**src/rtl/uart_ctrl_pkg.sv**
```systemverilog
// Shared constants and helpers for the TMR UART control-register block:
// register addresses, mode encodings, interrupt bit positions.
package uart_ctrl_pkg;

    localparam logic [2:0] ADDR_MODE    = 3'd0;
    localparam logic [2:0] ADDR_BAUD    = 3'd1;
    localparam logic [2:0] ADDR_BITCOMP = 3'd2;
    localparam logic [2:0] ADDR_IER     = 3'd3;
    localparam logic [2:0] ADDR_IDR     = 3'd4;
    localparam logic [2:0] ADDR_ISR     = 3'd5;
    localparam logic [2:0] ADDR_RXTRIG  = 3'd6;
    localparam logic [2:0] ADDR_TXTRIG  = 3'd7;

    localparam logic [3:0] MODE_NORMAL      = 4'b0001;
    localparam logic [3:0] MODE_ECHO        = 4'b0010;
    localparam logic [3:0] MODE_LOCAL_LOOP  = 4'b0100;
    localparam logic [3:0] MODE_REMOTE_LOOP = 4'b1000;

    localparam logic [7:0] MODE_RST = 8'h41;

    localparam int IRQ_RX_TRIG = 0;
    localparam int IRQ_TX_TRIG = 1;

    // The upset status bit always occupies the top of the interrupt vector.
    function automatic int irq_seu_idx(input int num_irq);
        return num_irq - 1;
    endfunction

    function automatic logic is_onehot4(input logic [3:0] v);
        return (v == MODE_NORMAL) || (v == MODE_ECHO) ||
               (v == MODE_LOCAL_LOOP) || (v == MODE_REMOTE_LOOP);
    endfunction

endpackage

```
**src/rtl/uart_ctrl_tmr_regs_tmr_reg.sv**
```systemverilog
// Triple-redundant register: bitwise majority output, self-scrubbing when
// the copies disagree and no write is pending.
module tmr_reg #(
    parameter int           W       = 8,
    parameter logic [W-1:0] RST_VAL = '0
) (
    input  logic         clk,
    input  logic         rst,
    input  logic         we,
    input  logic [W-1:0] d,
    output logic [W-1:0] q,
    output logic         mismatch
);

    logic [W-1:0] r_c0;
    logic [W-1:0] r_c1;
    logic [W-1:0] r_c2;
    logic         w_diff;

    assign q        = (r_c0 & r_c1) | (r_c0 & r_c2) | (r_c1 & r_c2);
    assign w_diff   = (r_c0 != r_c1) || (r_c0 != r_c2);
    assign mismatch = w_diff & ~we;

    // Copy storage: writes load all copies, otherwise disagreement re-loads the vote.
    always_ff @(posedge clk or posedge rst) begin
        if (rst) begin
            r_c0 <= RST_VAL;
            r_c1 <= RST_VAL;
            r_c2 <= RST_VAL;
        end else if (we) begin
            r_c0 <= d;
            r_c1 <= d;
            r_c2 <= d;
        end else if (w_diff) begin
            r_c0 <= q;
            r_c1 <= q;
            r_c2 <= q;
        end
    end

endmodule

```
**src/rtl/uart_ctrl_tmr_regs.sv**
```systemverilog
// UART channel configuration registers in TMR form with scrubbing, an upset
// counter and an interrupt unit (mask, sticky status, FIFO triggers).
module uart_ctrl_tmr_regs
    import uart_ctrl_pkg::*;
#(
    parameter int          NUM_IRQ         = 16,
    parameter int          FIFO_LVL_W      = 8,
    parameter int          CNT_W           = 8,
    parameter logic [15:0] DEFAULT_PERIOD  = 16'd20,
    parameter logic [3:0]  DEFAULT_UP      = 4'd10,
    parameter logic [3:0]  DEFAULT_DOWN    = 4'd5,
    parameter int          DEFAULT_RX_TRIG = 1,
    parameter int          DEFAULT_TX_TRIG = 0
) (
    input  logic                  clk,
    input  logic                  rst,
    input  logic                  wr_en_i,
    input  logic [2:0]            wr_addr_i,
    input  logic [15:0]           wr_data_i,
    input  logic [NUM_IRQ-4:0]    irq_event_i,
    input  logic [FIFO_LVL_W-1:0] rx_level_i,
    input  logic [FIFO_LVL_W-1:0] tx_level_i,
    output logic [7:0]            mode_o,
    output logic [15:0]           baud_div_o,
    output logic [7:0]            bit_comp_o,
    output logic [4:0]            acq_num_per_bit_o,
    output logic                  parity_en_o,
    output logic                  big_end_o,
    output logic                  parity_odd_o,
    output logic [3:0]            uart_mode_o,
    output logic [NUM_IRQ-1:0]    irq_mask_o,
    output logic [NUM_IRQ-1:0]    irq_state_o,
    output logic                  irq_o,
    output logic [CNT_W-1:0]      seu_count_o
);

    // NUM_IRQ and FIFO_LVL_W are assumed not to exceed the 16-bit write bus.
    localparam int IRQ_SEU = irq_seu_idx(NUM_IRQ);

    logic                  w_we_mode, w_we_baud, w_we_bc, w_we_rxt, w_we_txt;
    logic                  w_we_ier, w_we_idr, w_we_isr;
    logic [7:0]            w_mode_d;
    logic [FIFO_LVL_W-1:0] w_rxtrig, w_txtrig;
    logic [4:0]            w_mm;
    logic                  w_scrub;
    logic [NUM_IRQ-1:0]    w_set, w_clr, w_wdata_irq;

    logic                  r_rx_cond, r_rx_cond_q, r_tx_cond, r_tx_cond_q;
    logic [NUM_IRQ-1:0]    r_mask, r_state;
    logic                  r_irq;
    logic [CNT_W-1:0]      r_seu;

    // Address decode of the write strobe.
    always_comb begin
        {w_we_mode, w_we_baud, w_we_bc, w_we_ier} = 4'b0000;
        {w_we_idr, w_we_isr, w_we_rxt, w_we_txt}  = 4'b0000;
        if (wr_en_i) begin
            case (wr_addr_i)
                ADDR_MODE:    w_we_mode = 1'b1;
                ADDR_BAUD:    w_we_baud = 1'b1;
                ADDR_BITCOMP: w_we_bc   = 1'b1;
                ADDR_IER:     w_we_ier  = 1'b1;
                ADDR_IDR:     w_we_idr  = 1'b1;
                ADDR_ISR:     w_we_isr  = 1'b1;
                ADDR_RXTRIG:  w_we_rxt  = 1'b1;
                ADDR_TXTRIG:  w_we_txt  = 1'b1;
                default:      w_we_mode = 1'b0;
            endcase
        end else begin
            w_we_mode = 1'b0;
        end
    end

    // An invalid operating mode falls back to normal; the flag bits are kept.
    always_comb begin
        w_mode_d = {wr_data_i[7:4], MODE_NORMAL};
        if (is_onehot4(wr_data_i[3:0])) begin
            w_mode_d[3:0] = wr_data_i[3:0];
        end else begin
            w_mode_d[3:0] = MODE_NORMAL;
        end
    end

    tmr_reg #(.W(8), .RST_VAL(MODE_RST)) u_mode (
        .clk(clk), .rst(rst), .we(w_we_mode), .d(w_mode_d), .q(mode_o), .mismatch(w_mm[0]));
    tmr_reg #(.W(16), .RST_VAL(DEFAULT_PERIOD)) u_baud (
        .clk(clk), .rst(rst), .we(w_we_baud), .d(wr_data_i), .q(baud_div_o), .mismatch(w_mm[1]));
    tmr_reg #(.W(8), .RST_VAL({DEFAULT_UP, DEFAULT_DOWN})) u_bitcomp (
        .clk(clk), .rst(rst), .we(w_we_bc), .d(wr_data_i[7:0]), .q(bit_comp_o), .mismatch(w_mm[2]));
    tmr_reg #(.W(FIFO_LVL_W), .RST_VAL(FIFO_LVL_W'(DEFAULT_RX_TRIG))) u_rxtrig (
        .clk(clk), .rst(rst), .we(w_we_rxt), .d(wr_data_i[FIFO_LVL_W-1:0]), .q(w_rxtrig), .mismatch(w_mm[3]));
    tmr_reg #(.W(FIFO_LVL_W), .RST_VAL(FIFO_LVL_W'(DEFAULT_TX_TRIG))) u_txtrig (
        .clk(clk), .rst(rst), .we(w_we_txt), .d(wr_data_i[FIFO_LVL_W-1:0]), .q(w_txtrig), .mismatch(w_mm[4]));

    assign w_scrub           = |w_mm;
    assign w_wdata_irq       = wr_data_i[NUM_IRQ-1:0];
    assign acq_num_per_bit_o = {1'b0, bit_comp_o[7:4]} + {1'b0, bit_comp_o[3:0]};
    assign parity_en_o       = mode_o[6];
    assign big_end_o         = mode_o[7];
    assign parity_odd_o      = mode_o[5];
    assign uart_mode_o       = mode_o[3:0];

    // Status set/clear vectors; set sources are edge pulses.
    always_comb begin
        w_set                 = '0;
        w_set[IRQ_RX_TRIG]    = r_rx_cond & ~r_rx_cond_q;
        w_set[IRQ_TX_TRIG]    = r_tx_cond & ~r_tx_cond_q;
        w_set[IRQ_SEU-1:2]    = irq_event_i;
        w_set[IRQ_SEU]        = w_scrub;
        if (w_we_isr) begin
            w_clr = w_wdata_irq;
        end else begin
            w_clr = '0;
        end
    end

    // Trigger conditions and their delayed copies for edge detection.
    always_ff @(posedge clk or posedge rst) begin
        if (rst) begin
            r_rx_cond   <= 1'b0;
            r_rx_cond_q <= 1'b0;
            r_tx_cond   <= 1'b0;
            r_tx_cond_q <= 1'b0;
        end else begin
            r_rx_cond   <= (rx_level_i >= w_rxtrig);
            r_rx_cond_q <= r_rx_cond;
            r_tx_cond   <= (tx_level_i <= w_txtrig);
            r_tx_cond_q <= r_tx_cond;
        end
    end

    // Mask, sticky status (set beats clear), interrupt line and upset counter.
    always_ff @(posedge clk or posedge rst) begin
        if (rst) begin
            r_mask  <= '0;
            r_state <= '0;
            r_irq   <= 1'b0;
            r_seu   <= '0;
        end else begin
            if (w_we_ier) begin
                r_mask <= r_mask | w_wdata_irq;
            end else if (w_we_idr) begin
                r_mask <= r_mask & ~w_wdata_irq;
            end
            r_state <= (r_state & ~w_clr) | w_set;
            r_irq   <= |(r_state & r_mask);
            if (w_scrub && (r_seu != {CNT_W{1'b1}})) begin
                r_seu <= r_seu + CNT_W'(1);
            end
        end
    end

    assign irq_mask_o  = r_mask;
    assign irq_state_o = r_state;
    assign irq_o       = r_irq;
    assign seu_count_o = r_seu;

endmodule

```
**config.mk**
```make
export PLATFORM = sky130hd
export DESIGN_NAME = uart_ctrl_tmr_regs
export DESIGN_NICKNAME = d
export VERILOG_FILES = /design/src/rtl/uart_ctrl_pkg.sv /design/src/rtl/uart_ctrl_tmr_regs_tmr_reg.sv /design/src/rtl/uart_ctrl_tmr_regs.sv
export SDC_FILE = /design/constraint.sdc
export NUM_CORES = 1
export LEC_CHECK = 0
export ABC_AREA = 1
export CAP_MARGIN = 10
export CELL_PAD_IN_SITES_DETAIL_PLACEMENT = 2
export CELL_PAD_IN_SITES_GLOBAL_PLACEMENT = 2
export CORE_MARGIN = 1
export CORE_UTILIZATION = 27
export CTS_BUF_LIST = sky130_fd_sc_hd__clkbuf_4 sky130_fd_sc_hd__clkbuf_8
export CTS_CLUSTER_SIZE = 20
export DETAILED_ROUTE_END_ITERATION = 6
export GPL_ROUTABILITY_DRIVEN = 0
export GPL_TIMING_DRIVEN = 0
export PLACE_DENSITY = 0.92
export SYNTH_ARGS = -nofsm -noshare
export SYNTH_HDL_FRONTEND = slang
export SYNTH_SLANG_ARGS = --single-unit
```
**constraint.sdc**
```tcl
create_clock -name clk -period 3.88 [get_ports clk]
set_input_delay 0.776 -clock clk [delete_from_list [all_inputs] [get_ports clk]]
set_output_delay 0.776 -clock clk [all_outputs]
set_load 0.05 [all_outputs]
```
==> metrics.txt, run 1 <==
# TYPE chip_impl_metric gauge
chip_impl_metric{name="total_power",unit="µW"} 3070
chip_impl_info{name="timing.critical_path.from_type",value="flop"} 1
chip_impl_metric{name="detailroute.via_count",unit=""} 3636
chip_impl_metric{name="syn_avg_cell_area",unit="µm²"} 8.93
chip_impl_metric{name="via_count_of_the_first_global_routing_pass",unit=""} 4094
chip_impl_metric{name="wp_data_arrival",unit="ns"} 2.60
chip_impl_metric{name="synth_adder_area_share",unit=""} 0.0684
chip_impl_metric{name="slew_violations",unit=""} 0
chip_impl_metric{name="nets",unit=""} 661
chip_impl_metric{name="synthCells",unit=""} 443
chip_impl_metric{name="power.clock.fraction",unit=""} 0.215
chip_impl_metric{name="ant_diodes",unit=""} 0
chip_impl_metric{name="fin_skew",unit="ns"} 0.00666
chip_impl_metric{name="cts_resized",unit=""} 0
chip_impl_metric{name="fin_crit",unit="ns"} 3.38
chip_impl_metric{name="initial_utilization",unit=""} 0.280
chip_impl_metric{name="fmax",unit="GHz"} 0.296
chip_impl_metric{name="synth_simple_gate_area_frac",unit=""} 0.144
chip_impl_metric{name="maxcap_viol_count",unit=""} 0
chip_impl_metric{name="synth.distinct_cells",unit=""} 26
chip_impl_metric{name="cts_hold_buffers",unit=""} 0
chip_impl_metric{name="synthXorXnorAreaFrac",unit=""} 0.00443
chip_impl_metric{name="synth_area",unit="µm²"} 3950
chip_impl_metric{name="power_frac_comb",unit=""} 0.408
chip_impl_metric{name="p_switching",unit="µW"} 1280
chip_impl_metric{name="pwr_per_cell_area",unit="nW/µm²"} 538
chip_impl_metric{name="path_max_fanout",unit=""} 3
chip_impl_metric{name="cts-buffers-inserted",unit=""} 9
chip_impl_metric{name="fp.dieArea",unit="µm²"} 15100
chip_impl_metric{name="worst_hold_slack",unit="ns"} 0.386
chip_impl_info{name="synth_largest_area_cell",value="sky130_fd_sc_hd__dfrtp_1"} 1
chip_impl_info{name="post_synth_main_area_contributors",value="sky130_fd_sc_hd__dfrtp_1 (48%), sky130_fd_sc_hd__o21ai_0 (12%), sky130_fd_sc_hd__nand2_1 (10%)"} 1
chip_impl_metric{name="clockBufferDepth",unit=""} 2
chip_impl_metric{name="place.detailed.hpwl",unit="µm"} 11000
chip_impl_metric{name="die_width",unit="µm"} 123
chip_impl_metric{name="number_of_enable_flip_flop_cells_after_synthesis",unit=""} 0
chip_impl_metric{name="drt_drc_violations_left",unit=""} 0
chip_impl_metric{name="clk_pin_slew",unit="ns"} 0.09
chip_impl_metric{name="synth.mux.area_fraction",unit=""} 0
chip_impl_info{name="most-common-layout-cells",value="sky130_fd_sc_hd__clkdlybuf4s50_1 (127), sky130_fd_sc_hd__nand2_1 (109), sky130_fd_sc_hd__o21ai_0 (98)"} 1
chip_impl_metric{name="min_period_over_period",unit=""} 0.870
chip_impl_metric{name="grtUsageTotal",unit=""} 0.196
chip_impl_info{name="status",value="finished, final reports clean"} 1
chip_impl_metric{name="seq_area_frac_synth",unit=""} 0.541
chip_impl_metric{name="pin_count",unit=""} 136
chip_impl_info{name="most_common_cell_after_layout_fill_and_taps_aside",value="sky130_fd_sc_hd__clkdlybuf4s50_1"} 1
chip_impl_metric{name="grt_pass1_wl",unit="µm"} 21800
chip_impl_metric{name="synthToLayoutAreaGrowth",unit="%"} 44.2
chip_impl_metric{name="post_route_cells_drive_above_1_share",unit=""} 0.0909
chip_impl_metric{name="detail_route.vias_per_cell",unit=""} 4.70
chip_impl_metric{name="drt-pass1-iter-count",unit=""} 4
chip_impl_info{name="min-delay-path-class",value="flop to flop"} 1
chip_impl_metric{name="leftover_overflow_at_the_end_of_global_routing",unit=""} 0
chip_impl_info{name="criticalPathCategory",value="flop to output port"} 1
chip_impl_metric{name="floorplan.rows",unit=""} 43
chip_impl_metric{name="postSynthRegisterBits",unit=""} 85
chip_impl_metric{name="maximum_number_of_pins_on_one_net_before_global_route_repair",unit=""} 47
chip_impl_metric{name="final-hold-violation-count",unit=""} 0
chip_impl_metric{name="htreeDepth",unit=""} 3
chip_impl_metric{name="power.ir.vdd_worst",unit="mV"} 0.253
chip_impl_metric{name="finalSetupViolCount",unit=""} 0
chip_impl_metric{name="filler_cell_count",unit=""} 1558
chip_impl_metric{name="drt-wirelength-per-cell",unit="µm"} 18.2
chip_impl_metric{name="grt_antenna_before_repair",unit=""} 0
chip_impl_metric{name="tightest_slew",unit="ns"} 0.605
chip_impl_metric{name="netSwitchingFraction",unit=""} 0.417
chip_impl_metric{name="synth-async-reset-ratio",unit=""} 1.00
chip_impl_metric{name="detail_route.iter0.violations",unit=""} 120
chip_impl_metric{name="synth.top_cell.area_share",unit=""} 0.481
chip_impl_metric{name="placement.io_buffers",unit=""} 127
chip_impl_info{name="cts_root_buffer",value="sky130_fd_sc_hd__clkbuf_8"} 1
chip_impl_metric{name="p_leak",unit="µW"} 0.00264
chip_impl_metric{name="route.final.wire_length",unit="µm"} 14100
chip_impl_metric{name="synth_warn",unit=""} 0
chip_impl_metric{name="synth_compound_gate_area_share",unit=""} 0.137
chip_impl_metric{name="critical_path_required",unit="ns"} 3.10
chip_impl_metric{name="clock-sinks",unit=""} 85
chip_impl_metric{name="clkLatencyLatePin",unit="ns"} 0.37
chip_impl_metric{name="slew_hr",unit=""} 0.597
chip_impl_metric{name="die_h",unit="µm"} 123
chip_impl_info{name="rsz0062_at_grt",value="no"} 1
chip_impl_info{name="cp-end-kind",value="output port"} 1
chip_impl_info{name="dominant_combinational_cell_family_by_area_after_synthesis",value="simple AND/OR/NAND/NOR gates"} 1
chip_impl_info{name="cts_tree",value="yes"} 1
chip_impl_metric{name="seq_power_share",unit=""} 0.376
chip_impl_metric{name="post_cts_buffers",unit=""} 0
chip_impl_metric{name="internal_power",unit="µW"} 1790
chip_impl_metric{name="placeableCoreArea",unit="µm²"} 14100
chip_impl_info{name="synth_flop_cell",value="sky130_fd_sc_hd__dfrtp_1"} 1
chip_impl_metric{name="antenna_left",unit=""} 0
cell usage after synthesis, drive strengths merged, types with 3 or more instances:
cell type  count
nor2          14
nand4          6
a21oi          9
dfstp          9
o21ai         98
inv           63
clkbuf         3
dfrtp         76
ha            20
nand2        110
nand3          5
buf           22
per-layer routing:
layer / share of wire / vias up / routed length, µm / track usage
li1: - / 1686 / - / -
met1: 0.39 / 1853 / 5480 / 0.209
met2: 0.54 / 75 / 7650 / 0.374
met3: 0.038 / 22 / 540 / 0.0355
met4: 0.027 / 0 / 381 / 0.0858
met5: 0 / - / 0 / 0
cell families (layout without fill, tap and decap cells):
logic type / after synthesis / after routing
AO/OA/AOI/OAI: 108 / 108
XOR/XNOR: 2 / 2
adder cells (fa/ha/maj): 21 / 21
buffers and inverters: 88 / 232
flip-flops: 85 / 85
other: 1 / 8
AND/OR/NAND/NOR: 138 / 138
cell type report:
type	count	area, µm²	area share
clock inverter	5	58.8	0.0103
timing repair buffer	128	1290	0.226
tap	180	225	0.0395
buffer	25	175	0.0307
clock buffer	11	145	0.0254
sequential	85	2140	0.375
inverter	63	239	0.0419
multi-input combinational	277	1430	0.251
critical path, stage by stage, from the launching register on:
cell and delay (ns):
sky130_fd_sc_hd__dfstp_2 0.56, sky130_fd_sc_hd__ha_1 0.17, sky130_fd_sc_hd__inv_1 0.06, sky130_fd_sc_hd__fa_1 0.39
sky130_fd_sc_hd__o21ai_0 0.21, sky130_fd_sc_hd__clkdlybuf4s50_1 0.84
final timing paths:
path	from	end	slack [ns]	cells after the start
worst min-delay path	r_tx_cond$_DFF_PP0_	r_tx_cond_q$_DFF_PP0_	0.39	0
worst max register to register	u_rxtrig.r_c1[5]$_DFFE_PP0P_	r_rx_cond$_DFF_PP0_	2.59	6
min in group asynchronous	rst	asynchronous set/reset pin	0.81	2
worst min register to register	r_tx_cond$_DFF_PP0_	r_tx_cond_q$_DFF_PP0_	0.39	0
worst max-delay path	u_bitcomp.r_c1[0]$_DFFE_PP1P_	acq_num_per_bit_o[4]	0.50	5
max in group asynchronous	rst	u_mode.r_c0[6]$_DFFE_PP1P_	2.34	3
per-stage QoR:
step	setup WS, ns	setup TNS, ns	utilization	instances	area (µm²)
2_1_floorplan	0.659	0	-	450	3980
3_3_place_gp	-0.433	-32.44	0.389	757	5480
3_5_place_dp	0.884	0	0.390	758	5500
4_1_cts	0.460	0	0.405	774	5700
5_1_grt	0.363	0	0.405	774	5700
6_report	0.503	0	0.405	774	5700
power groups by stage:
stage                     registers [µW]  clock network, µW  logic [µW]
final                               1150                661        1250
after global routing                1170                707        1340
after CTS                           1150                681        1270
after detailed placement            1170                  0        1260
after global placement              1160                  0        1200
after floorplan                     1500                  0         435
Note: power is estimated with default switching activity, not from simulation.
==> inputs of run 2 (changes only) <==
==> constraint.sdc (replaced) <==
create_clock -name clk -period 3.35 [get_ports clk]
set_input_delay 0.67 -clock clk [delete_from_list [all_inputs] [get_ports clk]]
set_output_delay 0.67 -clock clk [all_outputs]
set_load 0.05 [all_outputs]
==> metrics.txt, run 2 (synthesis gave the netlist of run 1 again) <==
# TYPE chip_impl_metric gauge
chip_impl_metric{name="regArea",unit="µm²"} 2140
chip_impl_metric{name="p_leak",unit="µW"} 0.00265
chip_impl_info{name="rsz0062_at_grt",value="no"} 1
chip_impl_metric{name="slew_violations",unit=""} 0
chip_impl_metric{name="total_power",unit="µW"} 3550
chip_impl_metric{name="power.clock.fraction",unit=""} 0.215
chip_impl_info{name="cts_root_buffer",value="sky130_fd_sc_hd__clkbuf_8"} 1
chip_impl_metric{name="crit_path_largest_cell_delay",unit="ns"} 0.82
chip_impl_metric{name="final-hold-violation-count",unit=""} 0
chip_impl_metric{name="slew_hr",unit=""} 0.597
chip_impl_metric{name="maximum_number_of_pins_on_one_net_before_global_route_repair",unit=""} 47
chip_impl_metric{name="layout_setup_ws",unit="ns"} 0.143
chip_impl_metric{name="tightest_slew",unit="ns"} 0.605
chip_impl_info{name="crit_chain",value="ha_1 > inv_1 > fa_1 > xnor2_1 > clkdlybuf4s50_1"} 1
chip_impl_metric{name="fp.dieArea",unit="µm²"} 15100
chip_impl_metric{name="nets",unit=""} 661
chip_impl_metric{name="placement.io_buffers",unit=""} 127
chip_impl_metric{name="critical_path_buf_inv_count",unit=""} 2
chip_impl_metric{name="antenna_left",unit=""} 0
chip_impl_metric{name="pin_count",unit=""} 136
chip_impl_metric{name="postLayoutCoreUtil",unit=""} 0.405
chip_impl_metric{name="floorplan.rows",unit=""} 43
chip_impl_metric{name="total_placed_cells_including_tap_cells",unit=""} 758
chip_impl_info{name="timing.rr.start",value="u_rxtrig.r_c1[5]$_DFFE_PP0P_"} 1
chip_impl_metric{name="cts-buffers-inserted",unit=""} 9
chip_impl_metric{name="fin_skew",unit="ns"} 0.00666
chip_impl_metric{name="fmax",unit="GHz"} 0.312
chip_impl_metric{name="htreeDepth",unit=""} 3
chip_impl_metric{name="die_h",unit="µm"} 123
chip_impl_metric{name="seq_power_share",unit=""} 0.376
chip_impl_info{name="most_common_cell_after_layout_fill_and_taps_aside",value="sky130_fd_sc_hd__clkdlybuf4s50_1"} 1
chip_impl_info{name="busiest_layer",value="met2"} 1
chip_impl_metric{name="drt-wirelength-per-cell",unit="µm"} 18.2
chip_impl_metric{name="grt_antenna_before_repair",unit=""} 0
chip_impl_metric{name="initial_utilization",unit=""} 0.280
chip_impl_metric{name="use_met3",unit=""} 0.0355
chip_impl_info{name="min-delay-path-class",value="flop to flop"} 1
chip_impl_metric{name="clock-sinks",unit=""} 85
chip_impl_metric{name="place.detailed.hpwl",unit="µm"} 11000
chip_impl_metric{name="regToRegSetupSlack",unit="ns"} 2.06
chip_impl_metric{name="detail_route.iter0.violations",unit=""} 108
chip_impl_metric{name="min_period_over_period",unit=""} 0.957
chip_impl_metric{name="p_switching",unit="µW"} 1480
chip_impl_metric{name="power_frac_comb",unit=""} 0.408
chip_impl_metric{name="clkLatencyLatePin",unit="ns"} 0.37
chip_impl_metric{name="route.final.wire_length",unit="µm"} 14100
chip_impl_metric{name="filler_cell_count",unit=""} 1557
chip_impl_metric{name="wp_data_arrival",unit="ns"} 2.54
chip_impl_info{name="most-common-layout-cells",value="sky130_fd_sc_hd__clkdlybuf4s50_1 (126), sky130_fd_sc_hd__nand2_1 (109), sky130_fd_sc_hd__o21ai_0 (98)"} 1
chip_impl_metric{name="post_route_cells_drive_above_1_share",unit=""} 0.0909
chip_impl_info{name="criticalPathCategory",value="flop to output port"} 1
chip_impl_metric{name="post_place_worst_slack",unit="ns"} 0.460
chip_impl_info{name="cpLargestDelayFamily",value="buffers and inverters"} 1
chip_impl_metric{name="reg2regPathDepth",unit=""} 6
chip_impl_metric{name="placeableCoreArea",unit="µm²"} 14100
chip_impl_metric{name="internal_power",unit="µW"} 2070
chip_impl_metric{name="critical_path_required",unit="ns"} 2.68
chip_impl_metric{name="globalRouteMet2Util",unit=""} 0.374
chip_impl_metric{name="holdPathStages",unit=""} 0
chip_impl_metric{name="clockBufferDepth",unit=""} 2
chip_impl_metric{name="post_cts_buffers",unit=""} 0
chip_impl_info{name="slowest_stage",value="sky130_fd_sc_hd__clkdlybuf4s50_1"} 1
chip_impl_info{name="cp-end-kind",value="output port"} 1
chip_impl_info{name="min_delay_worst_endpoint",value="r_tx_cond_q$_DFF_PP0_"} 1
chip_impl_metric{name="ant_diodes",unit=""} 0
chip_impl_metric{name="fin_crit",unit="ns"} 3.21
chip_impl_metric{name="synthToLayoutAreaGrowth",unit="%"} 44.3
chip_impl_info{name="cts_tree",value="yes"} 1
chip_impl_metric{name="leftover_overflow_at_the_end_of_global_routing",unit=""} 0
chip_impl_metric{name="m1_gr_usage",unit=""} 0.209
chip_impl_metric{name="setup_total_negative_slack",unit="ns"} 0
chip_impl_metric{name="maxcap_viol_count",unit=""} 0
chip_impl_metric{name="grtUsageTotal",unit=""} 0.196
chip_impl_metric{name="clk_pin_slew",unit="ns"} 0.09
chip_impl_metric{name="netSwitchingFraction",unit=""} 0.417
chip_impl_metric{name="multiInputGateArea",unit="µm²"} 1430
chip_impl_info{name="crit_start",value="u_bitcomp.r_c1[0]$_DFFE_PP1P_"} 1
chip_impl_metric{name="detail_route.vias_per_cell",unit=""} 4.70
chip_impl_metric{name="die_width",unit="µm"} 123
chip_impl_info{name="status",value="finished, final reports clean"} 1
chip_impl_metric{name="pwr_per_cell_area",unit="nW/µm²"} 622
chip_impl_metric{name="drt_drc_violations_left",unit=""} 0
chip_impl_metric{name="via_count_of_the_first_global_routing_pass",unit=""} 4094
chip_impl_metric{name="grt_pass1_wl",unit="µm"} 21800
chip_impl_metric{name="layoutNonFillerInstCount",unit=""} 774
chip_impl_metric{name="detailroute.via_count",unit=""} 3636
chip_impl_metric{name="finalSetupViolCount",unit=""} 0
chip_impl_info{name="timing.critical_path.from_type",value="flop"} 1
chip_impl_metric{name="power.ir.vdd_worst",unit="mV"} 0.293
chip_impl_metric{name="drt-pass1-iter-count",unit=""} 4
chip_impl_info{name="timing.rr.end",value="r_rx_cond$_DFF_PP0_"} 1
chip_impl_metric{name="path_max_fanout",unit=""} 3
chip_impl_info{name="hold_path_startpoint",value="r_tx_cond$_DFF_PP0_"} 1
## run 2: repair_timing
action | in CTS | in global routing
gates resized for setup | 0 | 1
hold buffers | 0 | 0
endpoints found under the setup margin | 0 | 1
## run 2: stage by stage
stage / hold WS [ns] / instance area, µm²
after floorplan: 0.354 / 3980
after global placement: 0.366 / 5480
after detailed placement: 0.370 / 5500
after CTS: 0.390 / 5700
after global routing: 0.411 / 5710
final: 0.386 / 5710
## run 2: how the worst max path moves through the flow
stage | end | slack (ns) | depth (start not counted)
after floorplan | acq_num_per_bit_o[4] | 0.23 | 4
after global placement | u_mode.r_c0[7]$_DFFE_PP0P_ | -0.86 | 2
after detailed placement | acq_num_per_bit_o[4] | 0.46 | 5
after CTS | acq_num_per_bit_o[4] | 0.04 | 5
after global routing | acq_num_per_bit_o[2] | 0.006 | 5
final | acq_num_per_bit_o[2] | 0.14 | 5
## run 2: per-layer routing
metal,vias to the layer above,part of all wire
met5,-,0
met4,0,0.027
met3,22,0.039
met2,75,0.54
met1,1853,0.39
li1,1686,-
## run 2: area by class of cell
cell class	count	area share
repair buffers	128	0.227
multi-input cells	277	0.251
well taps	180	0.0395
plain buffers	25	0.0307
inverters	63	0.0419
flip-flops and latches	85	0.375
clock buffers	11	0.0254
clock inverters	5	0.0103
## run 2: power groups by stage
stage | logic [µW] | registers, µW | clock network [µW]
finish | 1450 | 1340 | 765
global route | 1550 | 1360 | 819
CTS | 1470 | 1340 | 788
detailed placement | 1460 | 1360 | 0
global placement | 1390 | 1340 | 0
floorplan | 504 | 1740 | 0
==> inputs of run 3 (changes only) <==
--- a/config.mk
+++ b/config.mk
@@ -17,6 +17,7 @@
 export GPL_ROUTABILITY_DRIVEN = 0
 export GPL_TIMING_DRIVEN = 0
 export PLACE_DENSITY = 0.92
+export SETUP_SLACK_MARGIN = 0.05
 export SYNTH_ARGS = -nofsm -noshare
 export SYNTH_HDL_FRONTEND = slang
 export SYNTH_SLANG_ARGS = --single-unit
==> metrics.txt, run 3 (synthesis gave the netlist of run 1 again) <==
# TYPE chip_impl_metric gauge
chip_impl_info{name="status",value="finished, final reports clean"} 1
chip_impl_metric{name="pwr_per_cell_area",unit="nW/µm²"} 622
chip_impl_metric{name="p_leak",unit="µW"} 0.00265
chip_impl_metric{name="use_met3",unit=""} 0.0355
chip_impl_metric{name="htreeDepth",unit=""} 3
chip_impl_metric{name="post_place_worst_slack",unit="ns"} 0.460
chip_impl_metric{name="slew_violations",unit=""} 0
chip_impl_info{name="slowest_stage",value="sky130_fd_sc_hd__clkdlybuf4s50_1"} 1
chip_impl_metric{name="synthToLayoutAreaGrowth",unit="%"} 44.3
chip_impl_metric{name="detail_route.vias_per_cell",unit=""} 4.70
chip_impl_metric{name="fin_crit",unit="ns"} 3.11
chip_impl_metric{name="antenna_left",unit=""} 0
chip_impl_metric{name="nets",unit=""} 661
chip_impl_metric{name="via_count_of_the_first_global_routing_pass",unit=""} 4097
chip_impl_metric{name="cts-buffers-inserted",unit=""} 9
chip_impl_info{name="most-common-layout-cells",value="sky130_fd_sc_hd__clkdlybuf4s50_1 (125), sky130_fd_sc_hd__nand2_1 (109), sky130_fd_sc_hd__o21ai_0 (98)"} 1
chip_impl_metric{name="maxcap_viol_count",unit=""} 0
chip_impl_metric{name="final_area",unit="µm²"} 5700
chip_impl_metric{name="grt_pass1_wl",unit="µm"} 21800
chip_impl_metric{name="placeableCoreArea",unit="µm²"} 14100
chip_impl_metric{name="globalRouteMet2Util",unit=""} 0.375
chip_impl_info{name="cts_tree",value="yes"} 1
chip_impl_metric{name="die_width",unit="µm"} 123
chip_impl_info{name="cts_root_buffer",value="sky130_fd_sc_hd__clkbuf_8"} 1
chip_impl_metric{name="clock-sinks",unit=""} 85
chip_impl_metric{name="path_max_fanout",unit=""} 3
chip_impl_metric{name="power.ir.vdd_worst",unit="mV"} 0.293
chip_impl_metric{name="maximum_number_of_pins_on_one_net_before_global_route_repair",unit=""} 47
chip_impl_metric{name="finalSetupViolCount",unit=""} 0
chip_impl_metric{name="clk_pin_slew",unit="ns"} 0.09
chip_impl_metric{name="layout_setup_ws",unit="ns"} 0.243
chip_impl_metric{name="detailroute.via_count",unit=""} 3636
chip_impl_metric{name="fin_skew",unit="ns"} 0.00666
chip_impl_metric{name="tightest_slew",unit="ns"} 0.605
chip_impl_metric{name="post_route_cells_drive_above_1_share",unit=""} 0.0909
chip_impl_metric{name="clockBufferDepth",unit=""} 2
chip_impl_metric{name="filler_cell_count",unit=""} 1558
chip_impl_metric{name="grt_antenna_before_repair",unit=""} 0
chip_impl_metric{name="multiInputGateArea",unit="µm²"} 1430
chip_impl_metric{name="min_period_over_period",unit=""} 0.927
chip_impl_metric{name="route.final.wire_length",unit="µm"} 14100
chip_impl_info{name="busiest_layer",value="met2"} 1
chip_impl_info{name="cp-end-kind",value="output port"} 1
chip_impl_metric{name="critical_path_required",unit="ns"} 2.68
chip_impl_metric{name="crit_path_largest_cell_delay",unit="ns"} 0.79
chip_impl_metric{name="drt_drc_violations_left",unit=""} 0
chip_impl_metric{name="placement.io_buffers",unit=""} 127
chip_impl_metric{name="ant_diodes",unit=""} 0
chip_impl_metric{name="place.detailed.hpwl",unit="µm"} 11000
chip_impl_info{name="critPathMostFrequentCell",value="sky130_fd_sc_hd__inv_1"} 1
chip_impl_metric{name="die_h",unit="µm"} 123
chip_impl_metric{name="detail_route.iter0.violations",unit=""} 108
chip_impl_metric{name="drt-pass1-iter-count",unit=""} 4
chip_impl_metric{name="grtUsageTotal",unit=""} 0.196
chip_impl_metric{name="leftover_overflow_at_the_end_of_global_routing",unit=""} 0
chip_impl_metric{name="dpl_cell_area",unit="µm²"} 5500
chip_impl_metric{name="m1_gr_usage",unit=""} 0.209
chip_impl_metric{name="pin_count",unit=""} 136
chip_impl_metric{name="final-hold-violation-count",unit=""} 0
chip_impl_metric{name="clkLatencyLatePin",unit="ns"} 0.37
chip_impl_metric{name="postLayoutCoreUtil",unit=""} 0.405
chip_impl_metric{name="fmax",unit="GHz"} 0.322
chip_impl_metric{name="setup_total_negative_slack",unit="ns"} 0
chip_impl_info{name="rsz0062_at_grt",value="no"} 1
chip_impl_info{name="most_common_cell_after_layout_fill_and_taps_aside",value="sky130_fd_sc_hd__clkdlybuf4s50_1"} 1
chip_impl_metric{name="wp_data_arrival",unit="ns"} 2.44
chip_impl_metric{name="cts_hold_buffers",unit=""} 0
chip_impl_metric{name="initial_utilization",unit=""} 0.280
chip_impl_metric{name="slew_hr",unit=""} 0.597
chip_impl_info{name="timing.critical_path.from_type",value="flop"} 1
chip_impl_info{name="min-delay-path-class",value="flop to flop"} 1
chip_impl_metric{name="drt-wirelength-per-cell",unit="µm"} 18.2
chip_impl_metric{name="floorplan.rows",unit=""} 43
chip_impl_metric{name="regArea",unit="µm²"} 2140
chip_impl_metric{name="fp.dieArea",unit="µm²"} 15100
chip_impl_info{name="criticalPathCategory",value="flop to output port"} 1
chip_impl_info{name="crit_chain",value="ha_1 > inv_1 > fa_1 > inv_1 > clkdlybuf4s50_1"} 1
## run 3: cell count changes in the layout (fill, tap and decap cells not counted)
cell,previous run,this run
sky130_fd_sc_hd__dlygate4sd2_1,0,1
sky130_fd_sc_hd__clkdlybuf4s50_1,126,125
## run 3: report_power, final
part           internal, µW  total, µW  switching (µW)
clock                   375        765             391
sequential             1210       1340             124
combinational           483       1450             965
## run 3: per-stage QoR
stage / cells / hold slack [ns] / total power (µW)
6_report: 774 / 0.386 / 3550
5_1_grt: 774 / 0.411 / 3730
4_1_cts: 774 / 0.390 / 3600
3_5_place_dp: 758 / 0.370 / 2820
3_3_place_gp: 757 / 0.366 / 2730
2_1_floorplan: 450 / 0.354 / 2250
## run 3: critical path, delay by kind of cell (launching register included)
kind       cells  cell delay, ns
flops          1            0.56
fa+ha+maj      2            0.59
buf+inv        3            0.91
## run 3: path summary, 6_finish.rpt
kind / from / to / slack [ns] / cells after the start
worst min-delay path: r_tx_cond$_DFF_PP0_ / r_tx_cond_q$_DFF_PP0_ / 0.39 / 0
min in group asynchronous: rst / asynchronous set/reset pin / 0.71 / 2
worst min register to register: r_tx_cond$_DFF_PP0_ / r_tx_cond_q$_DFF_PP0_ / 0.39 / 0
worst max register to register: u_rxtrig.r_c1[5]$_DFFE_PP0P_ / r_rx_cond$_DFF_PP0_ / 2.06 / 6
worst max-delay path: u_bitcomp.r_c1[0]$_DFFE_PP1P_ / acq_num_per_bit_o[1] / 0.24 / 5
max in group asynchronous: rst / u_mode.r_c0[6]$_DFFE_PP1P_ / 1.92 / 3
## run 3: area by class of cell
cell class / count / area share
repair buffers: 128 / 0.227
clock buffers: 11 / 0.0254
multi-input cells: 277 / 0.251
well taps: 180 / 0.0395
clock inverters: 5 / 0.0103
inverters: 63 / 0.0419
plain buffers: 25 / 0.0307
flip-flops and latches: 85 / 0.375
## run 3: repair_timing
item,CTS,global route
setup endpoints to repair,1,1
cloned,0,0
gates resized for setup,1,1
buffers inserted,0,0
## run 3: metal layers
layer	share of wire	routed length, µm	vias to the layer above
li1	-	-	1686
met1	0.39	5480	1853
met2	0.54	7650	75
met3	0.038	539	22
met4	0.027	381	0
met5	0	0	-
